$ cat src/rtl/multi_cycle_control_unit_pkg.sv
// Shared encodings for the 16-bit multi-cycle control unit:
// opcodes, select codes, FSM states and the decoded bundle.
package multi_cycle_control_unit_pkg;

  localparam int DW = 16;

  localparam logic [4:0] OP_ADD  = 5'b00000;
  localparam logic [4:0] OP_SUB  = 5'b00001;
  localparam logic [4:0] OP_ADDI = 5'b00010;
  localparam logic [4:0] OP_SUBI = 5'b00011;
  localparam logic [4:0] OP_LDR  = 5'b00101;
  localparam logic [4:0] OP_STR  = 5'b00110;
  localparam logic [4:0] OP_B    = 5'b01000;
  localparam logic [4:0] OP_BEQ  = 5'b01001;
  localparam logic [4:0] OP_BNE  = 5'b01010;
  localparam logic [4:0] OP_BLT  = 5'b01011;
  localparam logic [4:0] OP_HALT = 5'b11111;

  localparam logic [1:0] BSEL_RF  = 2'b00;
  localparam logic [1:0] BSEL_IMM = 2'b01;
  localparam logic [1:0] IMM_S5   = 2'b00;
  localparam logic [1:0] IMM_S8   = 2'b01;
  localparam logic [1:0] IMM_Z8   = 2'b10;

  typedef enum logic [2:0] {
    S_FETCH, S_DECODE, S_EXEC,
    S_MEM, S_WB, S_BRANCH, S_HALT
  } state_t;

  typedef enum logic [2:0] {
    C_NOP, C_ALU, C_LDR,
    C_STR, C_BR, C_HALT
  } iclass_t;

  // Order matches opcode[1:0] of the branch group.
  typedef enum logic [1:0] {
    BR_AL, BR_EQ, BR_NE, BR_LT
  } brcond_t;

  typedef struct packed {
    iclass_t    cls;
    logic [2:0] rd;
    logic [2:0] rm;
    logic [2:0] rn;
    logic       a_sel;
    logic [1:0] b_sel;
    logic [1:0] imm_sel;
    logic       alu_ctl;
    brcond_t    cond;
  } dec_t;

  function automatic logic br_taken(
    input brcond_t    c,
    input logic [3:0] f
  );
    logic t;
    unique case (c)
      BR_EQ:   t = f[2];
      BR_NE:   t = ~f[2];
      BR_LT:   t = f[3] ^ f[1];
      default: t = 1'b1;
    endcase
    return t;
  endfunction

endpackage

$ cat src/rtl/multi_cycle_control_unit_if.sv
// Control unit <-> RF/ALU/memory bundle.
// master = control unit, slave = datapath side.
interface multi_cycle_control_unit_if;
  import multi_cycle_control_unit_pkg::*;

  logic [DW-1:0] Mem_Rdata;
  logic [DW-1:0] ALU_Out;
  logic [3:0]    NZVC;
  logic [DW-1:0] Mem_Addr;
  logic          Mem_Wen;
  logic [DW-1:0] Instr;
  logic [DW-1:0] PC_to_ALU_A;
  logic [2:0]    Rd_to_RF;
  logic [2:0]    Rm_Rd_to_RF;
  logic [2:0]    Rn_to_RF;
  logic          RF_Write_en;
  logic          WB_Sel;
  logic          ALU_A_Sel;
  logic [1:0]    ALU_B_Sel;
  logic [1:0]    Imm_Sel;
  logic          ALU_Control;
  logic          ALUOut_CE;
  logic          Halted;

  modport master (
    input  Mem_Rdata, ALU_Out, NZVC,
    output Mem_Addr, Mem_Wen, Instr,
    output PC_to_ALU_A, Rd_to_RF,
    output Rm_Rd_to_RF, Rn_to_RF,
    output RF_Write_en, WB_Sel,
    output ALU_A_Sel, ALU_B_Sel,
    output Imm_Sel, ALU_Control,
    output ALUOut_CE, Halted
  );

  modport slave (
    output Mem_Rdata, ALU_Out, NZVC,
    input  Mem_Addr, Mem_Wen, Instr,
    input  PC_to_ALU_A, Rd_to_RF,
    input  Rm_Rd_to_RF, Rn_to_RF,
    input  RF_Write_en, WB_Sel,
    input  ALU_A_Sel, ALU_B_Sel,
    input  Imm_Sel, ALU_Control,
    input  ALUOut_CE, Halted
  );

endinterface

$ cat src/rtl/multi_cycle_control_unit_instr_decoder.sv
// Combinational IR decode: class, register indices,
// ALU selects and branch condition.
module multi_cycle_control_unit_instr_decoder
  import multi_cycle_control_unit_pkg::*;
(
  input  logic [15:2] ir_i,
  output dec_t        dec_o
);

  logic [4:0] op;
  assign op = ir_i[15:11];

  always_comb begin
    dec_o         = '0;
    dec_o.cls     = C_NOP;
    dec_o.rd      = ir_i[10:8];
    dec_o.rm      = ir_i[7:5];
    dec_o.rn      = ir_i[4:2];
    dec_o.a_sel   = 1'b1;
    dec_o.b_sel   = BSEL_RF;
    dec_o.imm_sel = IMM_S5;
    dec_o.alu_ctl = 1'b0;
    dec_o.cond    = BR_AL;
    unique case (1'b1)
      (op == OP_ADD) || (op == OP_SUB): begin
        dec_o.cls     = C_ALU;
        dec_o.alu_ctl = op[0];
      end
      (op == OP_ADDI) || (op == OP_SUBI): begin
        dec_o.cls     = C_ALU;
        dec_o.b_sel   = BSEL_IMM;
        dec_o.alu_ctl = op[0];
      end
      op == OP_LDR: begin
        dec_o.cls   = C_LDR;
        dec_o.b_sel = BSEL_IMM;
      end
      op == OP_STR: begin
        dec_o.cls   = C_STR;
        dec_o.b_sel = BSEL_IMM;
      end
      op inside {OP_B, OP_BEQ,
                 OP_BNE, OP_BLT}: begin
        dec_o.cls     = C_BR;
        dec_o.a_sel   = 1'b0;
        dec_o.b_sel   = BSEL_IMM;
        dec_o.imm_sel = IMM_S8;
        dec_o.cond    = brcond_t'(op[1:0]);
      end
      op == OP_HALT: dec_o.cls = C_HALT;
      default: ;
    endcase
  end

endmodule

$ cat src/rtl/multi_cycle_control_unit.sv
// Multi-cycle fetch/sequencing FSM: owns PC, IR, flags
// and drives every RF+ALU select and enable.
module multi_cycle_control_unit
  import multi_cycle_control_unit_pkg::*;
#(
  parameter int              DATA_W   = 16,
  parameter logic [DATA_W-1:0] PC_RESET = '0
) (
  input  logic clk,
  input  logic rst,
  multi_cycle_control_unit_if.master bus
);

  state_t            state_q, state_d;
  logic [DATA_W-1:0] pc_q;
  logic [DATA_W-1:0] ir_q;
  logic [3:0]        flags_q;
  logic              rf_we_q;
  logic              mem_we_q;
  logic              alu_ce_q;
  logic              wb_sel_q;
  logic              halted_q;
  logic              st_data_q;
  dec_t              dec;

  multi_cycle_control_unit_instr_decoder u_dec (
    .ir_i  (ir_q[15:2]),
    .dec_o (dec)
  );

  always_comb begin
    state_d = state_q;
    unique case (state_q)
      S_FETCH:  state_d = S_DECODE;
      S_DECODE: begin
        unique case (dec.cls)
          C_HALT:  state_d = S_HALT;
          C_NOP:   state_d = S_FETCH;
          default: state_d = S_EXEC;
        endcase
      end
      S_EXEC: begin
        unique case (dec.cls)
          C_ALU:        state_d = S_WB;
          C_LDR, C_STR: state_d = S_MEM;
          C_BR:         state_d = S_BRANCH;
          default:      state_d = S_FETCH;
        endcase
      end
      S_MEM: state_d = (dec.cls == C_LDR)
                     ? S_WB : S_FETCH;
      S_HALT:  state_d = S_HALT;
      default: state_d = S_FETCH;
    endcase
  end

  // Enables are registered off state_d so they
  // are high for exactly the cycle of their state.
  always_ff @(posedge clk or posedge rst) begin
    if (rst) begin
      state_q   <= S_FETCH;
      pc_q      <= PC_RESET;
      ir_q      <= '0;
      flags_q   <= '0;
      rf_we_q   <= 1'b0;
      mem_we_q  <= 1'b0;
      alu_ce_q  <= 1'b0;
      wb_sel_q  <= 1'b0;
      halted_q  <= 1'b0;
      st_data_q <= 1'b0;
    end else begin
      state_q   <= state_d;
      rf_we_q   <= state_d == S_WB;
      alu_ce_q  <= state_d == S_EXEC;
      halted_q  <= state_d == S_HALT;
      wb_sel_q  <= dec.cls == C_LDR;
      mem_we_q  <= (state_d == S_MEM) &&
                   (dec.cls == C_STR);
      st_data_q <= (state_d == S_MEM) &&
                   (dec.cls == C_STR);
      unique case (state_q)
        S_FETCH: begin
          ir_q <= bus.Mem_Rdata;
          pc_q <= pc_q + 1'b1;
        end
        S_EXEC:
          if (dec.cls == C_ALU)
            flags_q <= bus.NZVC;
        S_BRANCH:
          if (br_taken(dec.cond, flags_q))
            pc_q <= bus.ALU_Out;
        default: ;
      endcase
    end
  end

  assign bus.Mem_Addr    = (state_q == S_MEM)
                         ? bus.ALU_Out : pc_q;
  assign bus.Mem_Wen     = mem_we_q;
  assign bus.Instr       = ir_q;
  assign bus.PC_to_ALU_A = pc_q;
  assign bus.Rd_to_RF    = dec.rd;
  assign bus.Rm_Rd_to_RF = st_data_q ? dec.rd : dec.rm;
  assign bus.Rn_to_RF    = dec.rn;
  assign bus.RF_Write_en = rf_we_q;
  assign bus.WB_Sel      = wb_sel_q;
  assign bus.ALU_A_Sel   = dec.a_sel;
  assign bus.ALU_B_Sel   = dec.b_sel;
  assign bus.Imm_Sel     = dec.imm_sel;
  assign bus.ALU_Control = dec.alu_ctl;
  assign bus.ALUOut_CE   = alu_ce_q;
  assign bus.Halted      = halted_q;

endmodule

$ cat src/flat_wrapper.sv
// flat-port wrapper written by rule: the top's interface ports become plain ports
module multi_cycle_control_unit_flat import multi_cycle_control_unit_pkg::*;
#(
  parameter int              DATA_W   = 16,
  parameter logic [DATA_W-1:0] PC_RESET = '0
)
  (clk, rst, bus_Mem_Rdata, bus_ALU_Out, bus_NZVC, bus_Mem_Addr, bus_Mem_Wen, bus_Instr, bus_PC_to_ALU_A, bus_Rd_to_RF, bus_Rm_Rd_to_RF, bus_Rn_to_RF, bus_RF_Write_en, bus_WB_Sel, bus_ALU_A_Sel, bus_ALU_B_Sel, bus_Imm_Sel, bus_ALU_Control, bus_ALUOut_CE, bus_Halted);
  multi_cycle_control_unit_if bus_i ();
  input  logic clk;
  input  logic rst;
  input wire logic [$bits(bus_i.Mem_Rdata)-1:0] bus_Mem_Rdata;
  input wire logic [$bits(bus_i.ALU_Out)-1:0] bus_ALU_Out;
  input wire logic [$bits(bus_i.NZVC)-1:0] bus_NZVC;
  output wire logic [$bits(bus_i.Mem_Addr)-1:0] bus_Mem_Addr;
  output wire logic [$bits(bus_i.Mem_Wen)-1:0] bus_Mem_Wen;
  output wire logic [$bits(bus_i.Instr)-1:0] bus_Instr;
  output wire logic [$bits(bus_i.PC_to_ALU_A)-1:0] bus_PC_to_ALU_A;
  output wire logic [$bits(bus_i.Rd_to_RF)-1:0] bus_Rd_to_RF;
  output wire logic [$bits(bus_i.Rm_Rd_to_RF)-1:0] bus_Rm_Rd_to_RF;
  output wire logic [$bits(bus_i.Rn_to_RF)-1:0] bus_Rn_to_RF;
  output wire logic [$bits(bus_i.RF_Write_en)-1:0] bus_RF_Write_en;
  output wire logic [$bits(bus_i.WB_Sel)-1:0] bus_WB_Sel;
  output wire logic [$bits(bus_i.ALU_A_Sel)-1:0] bus_ALU_A_Sel;
  output wire logic [$bits(bus_i.ALU_B_Sel)-1:0] bus_ALU_B_Sel;
  output wire logic [$bits(bus_i.Imm_Sel)-1:0] bus_Imm_Sel;
  output wire logic [$bits(bus_i.ALU_Control)-1:0] bus_ALU_Control;
  output wire logic [$bits(bus_i.ALUOut_CE)-1:0] bus_ALUOut_CE;
  output wire logic [$bits(bus_i.Halted)-1:0] bus_Halted;
  assign bus_i.Mem_Rdata = bus_Mem_Rdata;
  assign bus_i.ALU_Out = bus_ALU_Out;
  assign bus_i.NZVC = bus_NZVC;
  assign bus_Mem_Addr = bus_i.Mem_Addr;
  assign bus_Mem_Wen = bus_i.Mem_Wen;
  assign bus_Instr = bus_i.Instr;
  assign bus_PC_to_ALU_A = bus_i.PC_to_ALU_A;
  assign bus_Rd_to_RF = bus_i.Rd_to_RF;
  assign bus_Rm_Rd_to_RF = bus_i.Rm_Rd_to_RF;
  assign bus_Rn_to_RF = bus_i.Rn_to_RF;
  assign bus_RF_Write_en = bus_i.RF_Write_en;
  assign bus_WB_Sel = bus_i.WB_Sel;
  assign bus_ALU_A_Sel = bus_i.ALU_A_Sel;
  assign bus_ALU_B_Sel = bus_i.ALU_B_Sel;
  assign bus_Imm_Sel = bus_i.Imm_Sel;
  assign bus_ALU_Control = bus_i.ALU_Control;
  assign bus_ALUOut_CE = bus_i.ALUOut_CE;
  assign bus_Halted = bus_i.Halted;
  multi_cycle_control_unit #(.DATA_W(DATA_W), .PC_RESET(PC_RESET)) u_core (.clk(clk), .rst(rst), .bus(bus_i));
endmodule
$ cat config.mk
export PLATFORM = sky130hd
export DESIGN_NAME = multi_cycle_control_unit_flat
export DESIGN_NICKNAME = d
export VERILOG_FILES = /design/src/rtl/multi_cycle_control_unit_pkg.sv /design/src/rtl/multi_cycle_control_unit_if.sv /design/src/rtl/multi_cycle_control_unit_instr_decoder.sv /design/src/rtl/multi_cycle_control_unit.sv /design/src/flat_wrapper.sv
export SDC_FILE = /design/constraint.sdc
export NUM_CORES = 1
export LEC_CHECK = 0
export ABC_CLOCK_PERIOD_IN_PS = 2700
export CORE_MARGIN = 2
export CORE_UTILIZATION = 40
export DETAILED_ROUTE_END_ITERATION = 8
export HOLD_SLACK_MARGIN = 0.05
export PLACE_DENSITY_LB_ADDON = 0.2
export SYNTH_ARGS = -nofsm -noshare
export SYNTH_HDL_FRONTEND = slang
export SYNTH_SLANG_ARGS = --single-unit
$ cat constraint.sdc
create_clock -name clk -period 2.7 [get_ports clk]
set_input_delay 0.405 -clock clk [delete_from_list [all_inputs] [get_ports clk]]
set_output_delay 0.405 -clock clk [all_outputs]
set_load 0.02 [all_outputs]
### After elaboration in Yosys (flattened, before gate mapping)

Index checks and enable logic that the tools add are counted.

| storage, ports and cells | value |
|---|---|
| register bits | 44 |
| logic and storage cells | 69 |
| output and inout bits | 68 |

| cells by class | value |
|---|---|
| bitwise gates (word level) | 2 |
| reductions and logical operators | 13 |
| eq/ne operators | 28 |
| multiplexer cells | 16 |
| $add $sub $neg | 1 |

Operator list:

| cell | number |
|---|---|
| 16-bit 2-to-1 mux | 2 |
| 16-bit case mux with 2 select lines | 1 |
| 3-bit case mux with 5 select lines | 2 |
| 5-bit by 4-bit == test with 1-bit output (second input constant) | 4 |
| 3-bit by 2-bit == test with 1-bit output (second input constant) | 6 |
| 3-bit == test (second input constant) | 6 |
| 16-bit by 1-bit adder with 16-bit output (second input constant) | 1 |
| 5-bit by 2-bit == test with 1-bit output (second input constant) | 2 |
| 5-bit by 3-bit == test with 1-bit output (second input constant) | 2 |
| 3-bit case mux with 3 select lines | 1 |
| 3-bit by 1-bit == test with 1-bit output (second input constant) | 2 |
| 3-bit logical NOT | 2 |
| 3-bit 2-to-1 mux | 2 |
| 3-bit case mux with 2 select lines | 1 |
| 5-bit by 1-bit == test with 1-bit output (second input constant) | 1 |
| 5-bit == test (second input constant) | 1 |
| 5-bit logical NOT | 1 |
| 1-bit 2-to-1 mux | 5 |
| 2-bit == test (second input constant) | 2 |
| 2-bit AND reduction | 2 |
| 4-bit nonzero test | 1 |
| 2-bit OR reduction | 2 |
| 4-bit OR reduction | 1 |
| 1-bit case mux with 3 select lines | 1 |
| other kinds (8) | 9 |

### Logic depth before layout (Yosys ltp)

| logic depth | value |
|---|---|
| depth in word-level cells | 10 |
| mapped depth | 7 |

### Hierarchy

Synthesis repeated with hierarchy kept, for this count alone.

| unflattened totals | value |
|---|---|
| cell total of the unflattened synthesis | 297 |
| area, all modules | 2631.3 um2 |

By module, submodules not included:

| module | cells an instance | area an instance (um2) | times used |
|---|---|---|---|
| multi_cycle_control_unit | 263 | 2408.6 | 1 |
| multi_cycle_control_unit_instr_decoder | 34 | 222.7 | 1 |

### Worst setup path after synthesis

Ideal clock, no wire load.

| timing path | value |
|---|---|
| path type | register to register |
| start point | register u_core.ir_q[15], in the netlist u_core.bus.Instr[15] |
| end point | register u_core.pc_q[1], in the netlist u_core.bus.PC_to_ALU_A[1] |
| data arrival time | 1.992 ns |
| slack | 0.584 ns |
| clock period less this slack | 2.116 ns |
| buffers on the path | 2 |
| stages on the path, launching flop included | 7 |
| path through | dfrtp_1 -> buf_6 -> or3b_1 -> buf_2 -> a311o_1 -> a21oi_4 -> mux2_2 |

| on the way | value |
|---|---|
| word-level cells in the longest chain between the ends | 8 |
| elaborated cells on any way between the ends | 13 |
| classes of those cells | eq/ne: 8; mux: 3; reduce/logical: 2 |

Ends and longest elaborated chain:

| element | RTL line | source |
|---|---|---|
| from (decl) | multi_cycle_control_unit.sv:16 | `logic [DATA_W-1:0] ir_q;` |
| from (signal assigned) | multi_cycle_control_unit.sv:83 | `ir_q <= bus.Mem_Rdata;` |
| 5-bit by 4-bit == test with 1-bit output | multi_cycle_control_unit_instr_decoder.sv:42 | `op inside {OP_B, OP_BEQ,` |
| 4-bit nonzero test * | multi_cycle_control_unit_instr_decoder.sv:42 |  |
| 2-bit 2-to-1 mux * | multi_cycle_control_unit_instr_decoder.sv:24 | `unique case (1'b1)` |
| 2-bit == test / 2-bit by 1-bit == test with 1-bit output (equally long branches) | multi_cycle_control_unit_pkg.sv:57 | `unique case (c)` |
| 1-bit case mux with 3 select lines * | multi_cycle_control_unit_pkg.sv:57 |  |
| 1-bit 2-to-1 mux * | multi_cycle_control_unit.sv:81 | `unique case (state_q)` |
| 2-bit by 1-bit != test with 1-bit output (no line) * | -- |  |
| 2-bit AND reduction (no line) * | -- |  |
| to (signal assigned) | multi_cycle_control_unit.sv:84 | `pc_q <= pc_q + 1'b1;` |
| to (signal assigned) | multi_cycle_control_unit.sv:91 | `pc_q <= bus.ALU_Out;` |
| to (decl) | multi_cycle_control_unit.sv:15 | `logic [DATA_W-1:0] pc_q;` |

Mark *: on every way between the ends. The rest lies on a longest branch, timed or not. The select of a mux whose other input is x is not followed.
A chain may end at the register's enable or synchronous reset.

### Final worst setup path

| timing path | value |
|---|---|
| start point | register u_core.state_q[2] |
| end point | output port bus_Mem_Addr[3] |

| on the way | value |
|---|---|
| word-level cells in the longest chain between the ends | 2 |

Ends and longest elaborated chain:

| element | RTL line | source |
|---|---|---|
| from (decl) | multi_cycle_control_unit.sv:14 | `state_t state_q, state_d;` |
| from (signal assigned) | multi_cycle_control_unit.sv:72 | `state_q <= state_d;` |
| 3-bit by 2-bit == test with 1-bit output | multi_cycle_control_unit.sv:97 | `assign bus.Mem_Addr = (state_q == S_MEM)` |
| 16-bit 2-to-1 mux | multi_cycle_control_unit.sv:98 | `? bus.ALU_Out : pc_q;` |
| to (decl) | flat_wrapper.sv:14 | `output wire logic [$bits(bus_i.Mem_Addr)-1:0] bus_Mem_Addr;` |

Every way passes these cells.

==> metrics.md <==
| Metric | Value |
|---|---|
| Initial antenna violation count | 0 |
| Netlist cell types | 52 |
| Vias | 2,503 |
| Core area | 6386 um2 |
| Share of cells above drive strength 1 | 15.12% |
| CTS root buffer | clkbuf_8 |
| CTS buffer count | 5 |
| Full die area | 7319 um2 |
| Die X | 85.55 um |
| DR vias/cell | 5.513 |
| Tmin final | 2.535 ns |
| Clock Skew | 0.005734 ns |
| Setup TNS | 0 ns |
| First-pass GRT wire length | 11,380 um |
| Post-synth top flop | dfrtp_1 |
| Post-CTS resize count | 0 |
| Critical path arrival | 2.13 ns |
| Post-synth EDFFs | 0 |
| Drt pass-1 iters | 4 |
| Nets | 415 |
| DP Wirelength | 4816 um |
| Slowest stage cell, crit path | clkdlybuf4s50_1 |
| Post-synth ARST share | 100.0% |
| CTS tree | yes |
| Top-level I/O count | 106 |
| Least-Margin Pin Slew | 0.7160 ns |
| WL per Instance | 14.96 um |
| Post-synthesis sequential area ratio | 40.45% |
| RSZ-0062 raised after global routing | false |
| Yosys reg bits | 43 |
| Critical Path RT | 2.30 ns |
| Final Max Tran Viols | 0 |
| CP peak stage delay | 0.56 ns |
| H-tree levels | 2 |
| Leak Pwr | 1.559 nW |
| Number of fill cells | 599 |
| Area of the multi-input gates | 1389 um2 |
| Remaining DRCs | 0 |
| Total track usage | 19.23% |
| DP Area | 3680 um2 |
| Post-route ant nets | 0 |
| Critical path, cell by cell | nand3b_1 > buf_4 > mux2_2 > clkdlybuf4s50_1 |
| DRT Wirelength | 6790 um |
| Synthesized area | 2660 um2 |
| CTS Hold Bufs | 0 |
| Crit start category | flip-flop |
| # setup viols final | 0 |
| Cell area after layout | 3797 um2 |
| Hold Worst Slack | 0.4975 ns |
| Clock sink total | 43 |
| Cells after Synth | 288 |
| CP Class | flip-flop to primary output |
| Starting DRT DRC Count | 134 |
| Die Y | 85.55 um |
| Sequential standard cell area | 1076 um2 |
| Longest Clk Path Bufs | 2 |
| Worst Setup End Kind | primary output |
| Largest driver fanout on the critical path | 11 |
| Status | finished, final reports clean |
| P per Cell Area | 1196 nW/um2 |
| Peak VDD IR | 0.7278 mV |
| Number of global-route vias before repair | 2,444 |
| Clock-pin slew on the worst setup and hold paths | 0.08 ns |
| Grt total ovfl | 0 |
| Final Util | 59.46% |
| Rel. slew slack | 52.22% |
| Post CTS Setup Buffer Count | 0 |
| Hold Violations, Final | 0 |
| Maxcap violations | 0 |
| Row count | 29 |
| Hold/Removal Path Class | flip-flop to flip-flop |
| Pin count of the biggest net entering global routing | 44 |
| Placer Congestion | 0.8292 |
| Ant diodes | 0 |
| Starting density of the core | 41.65% |
| Syn Area/Cell | 9.236 um2 |
| PortBufs | 102 |
| Fmax | 0.3945 GHz |
| Tcrit/Tclk final | 93.88% |
| Synth-to-Final Area Change | 42.76% |
| Synth warn | 0 |
| Clock Latency Late Sink | 0.30 ns |
-- stage by stage --
stage | total power, mW | setup slack, ns | instances
after global routing | 4.855 | 0.03919 | 454
after global placement | 3.989 | 0.4683 | 446
after detailed placement | 4.031 | 0.4820 | 446
after CTS | 4.573 | 0.1491 | 454
final | 4.543 | 0.1651 | 454
after floorplan | 2.975 | 0.5836 | 289
-- sequential cells by signal, indices dropped and copies added (netlist names) --
name / flops
u_core.bus.ALUOut_CE: 1
u_core.bus.Halted: 1
u_core.bus.Instr: 16
u_core.bus.Mem_Wen: 1
u_core.bus.PC_to_ALU_A: 16
u_core.bus.RF_Write_en: 1
u_core.bus.WB_Sel: 1
u_core.flags_q: 3
u_core.state_q: 3
-- worst max-delay path: cells and delay by family (launching register included) --
kind                   cells  cell delay, ns
buffers and inverters      2            0.75
and+or+nand+nor            1            0.19
DFF                        1            0.55
muxes                      1            0.35
-- final timing paths --
path                                                  start                                    end  slack (ns)  depth (start not counted)
hold reg to reg             u_core.bus.Instr[0]$_DFFE_PP0P_        u_core.bus.Instr[0]$_DFFE_PP0P_        0.50                          2
setup / recovery                u_core.state_q[2]$_DFF_PP0_                        bus_Mem_Addr[3]        0.17                          4
setup reg to reg           u_core.bus.Instr[13]$_DFFE_PP0P_  u_core.bus.PC_to_ALU_A[7]$_DFFE_PP0P_        0.46                          4
hold / removal              u_core.bus.Instr[0]$_DFFE_PP0P_        u_core.bus.Instr[0]$_DFFE_PP0P_        0.50                          2
max in group asynchronous                               rst          u_core.flags_q[1]$_DFFE_PP0P_        1.77                          3
min in group asynchronous                               rst        u_core.bus.Instr[2]$_DFFE_PP0P_        0.55                          3
-- where the power goes --
part	switching [mW]	total, mW	internal, mW	leakage [nW]
registers	0.394	1.29	0.895	0.507
logic	1.44	2.73	1.30	0.991
clock network	0.222	0.521	0.299	0.0612
-- synthesized netlist by cell type, types with 2 or more instances --
| cell | instances | area [um2] |
|---|---|---|
| a22oi_1 | 6 | 45.04 |
| o211ai_1 | 4 | 30.03 |
| or3b_2 | 2 | 17.52 |
| dfrtp_1 | 43 | 1076 |
| o221ai_1 | 3 | 26.28 |
| nor3b_1 | 2 | 15.01 |
| o221ai_2 | 6 | 90.09 |
| buf_1 | 2 | 7.510 |
| xor2_1 | 2 | 17.52 |
| a31oi_1 | 2 | 12.51 |
| buf_2 | 4 | 20.02 |
| a311oi_1 | 3 | 26.28 |
| buf_4 | 8 | 60.06 |
| mux2_2 | 24 | 270.3 |
| nand2b_1 | 2 | 12.51 |
| nand3_1 | 9 | 45.04 |
| o31ai_1 | 3 | 22.52 |
| nor2_1 | 7 | 26.28 |
| o21ai_0 | 3 | 15.01 |
| inv_1 | 8 | 30.03 |
| nand4_1 | 4 | 25.02 |
| buf_6 | 3 | 33.78 |
| or3_1 | 2 | 12.51 |
| nand3b_1 | 7 | 52.55 |
| a211o_1 | 2 | 17.52 |
| nor3_1 | 9 | 45.04 |
| a211oi_1 | 2 | 15.01 |
| a21oi_1 | 7 | 35.03 |
| mux2i_1 | 2 | 20.02 |
| nand2_1 | 66 | 247.7 |
| nor4_1 | 5 | 31.28 |
| clkbuf_1 | 14 | 52.55 |
| o22ai_1 | 3 | 18.77 |
-- routing by layer --
layer / share of wire, % / up-vias / track usage [%]
met1: 46 / 1178 / 26.80
met3: 7.9 / 5 / 4.812
met4: 0.91 / 0 / 5.772
met2: 45 / 106 / 29.69
met5: 0 / - / 0
li1: - / 1214 / -
-- kinds of logic (layout without fill, tap and decap cells) --
logic type / after synthesis / in the layout / synth area share, %
compound gates: 52 / 52 / 16.46
xor+xnor: 2 / 2 / 0.6586
fa+ha+maj: 1 / 1 / 0.4703
buf+inv: 39 / 127 / 7.667
flops: 43 / 43 / 40.45
mux: 26 / 26 / 10.91
other cells: 1 / 2 / 0.1410
simple gates: 124 / 124 / 23.24
-- layout by cell type, fill, tap and decap left out, types with 2 or more instances in the layout --
cell type	netlist	routed
a211o_1	2	2
a211oi_1	2	2
a21oi_1	7	7
a22oi_1	6	6
a311oi_1	3	3
a31oi_1	2	2
buf_4	8	9
clkbuf_8	0	6
clkdlybuf4s50_1	0	102
conb_1	1	2
dfrtp_1	43	43
inv_1	8	7
mux2_2	24	24
mux2i_1	2	2
nand2_1	66	66
nand2b_1	2	2
nand3_1	9	9
nand3b_1	7	7
nand4_1	4	4
nor2_1	7	7
nor3_1	9	8
nor3b_1	2	2
nor4_1	5	5
o211ai_1	4	4
o21ai_0	3	3
o221ai_1	3	3
o221ai_2	6	6
o22ai_1	3	3
o31ai_1	3	3
or3_1	2	2
or3b_2	2	2
xor2_1	2	2
-- layout make-up --
cell class / count / share of cell area [%]
multi-input cells: 207 / 36.57
repair buffers: 111 / 28.67
flip-flops and latches: 43 / 28.34
well taps: 77 / 2.537
clock buffers: 6 / 2.175
clock inverters: 2 / 0.9226
inverters: 8 / 0.7908
Power figures use the tool's default switching activity.
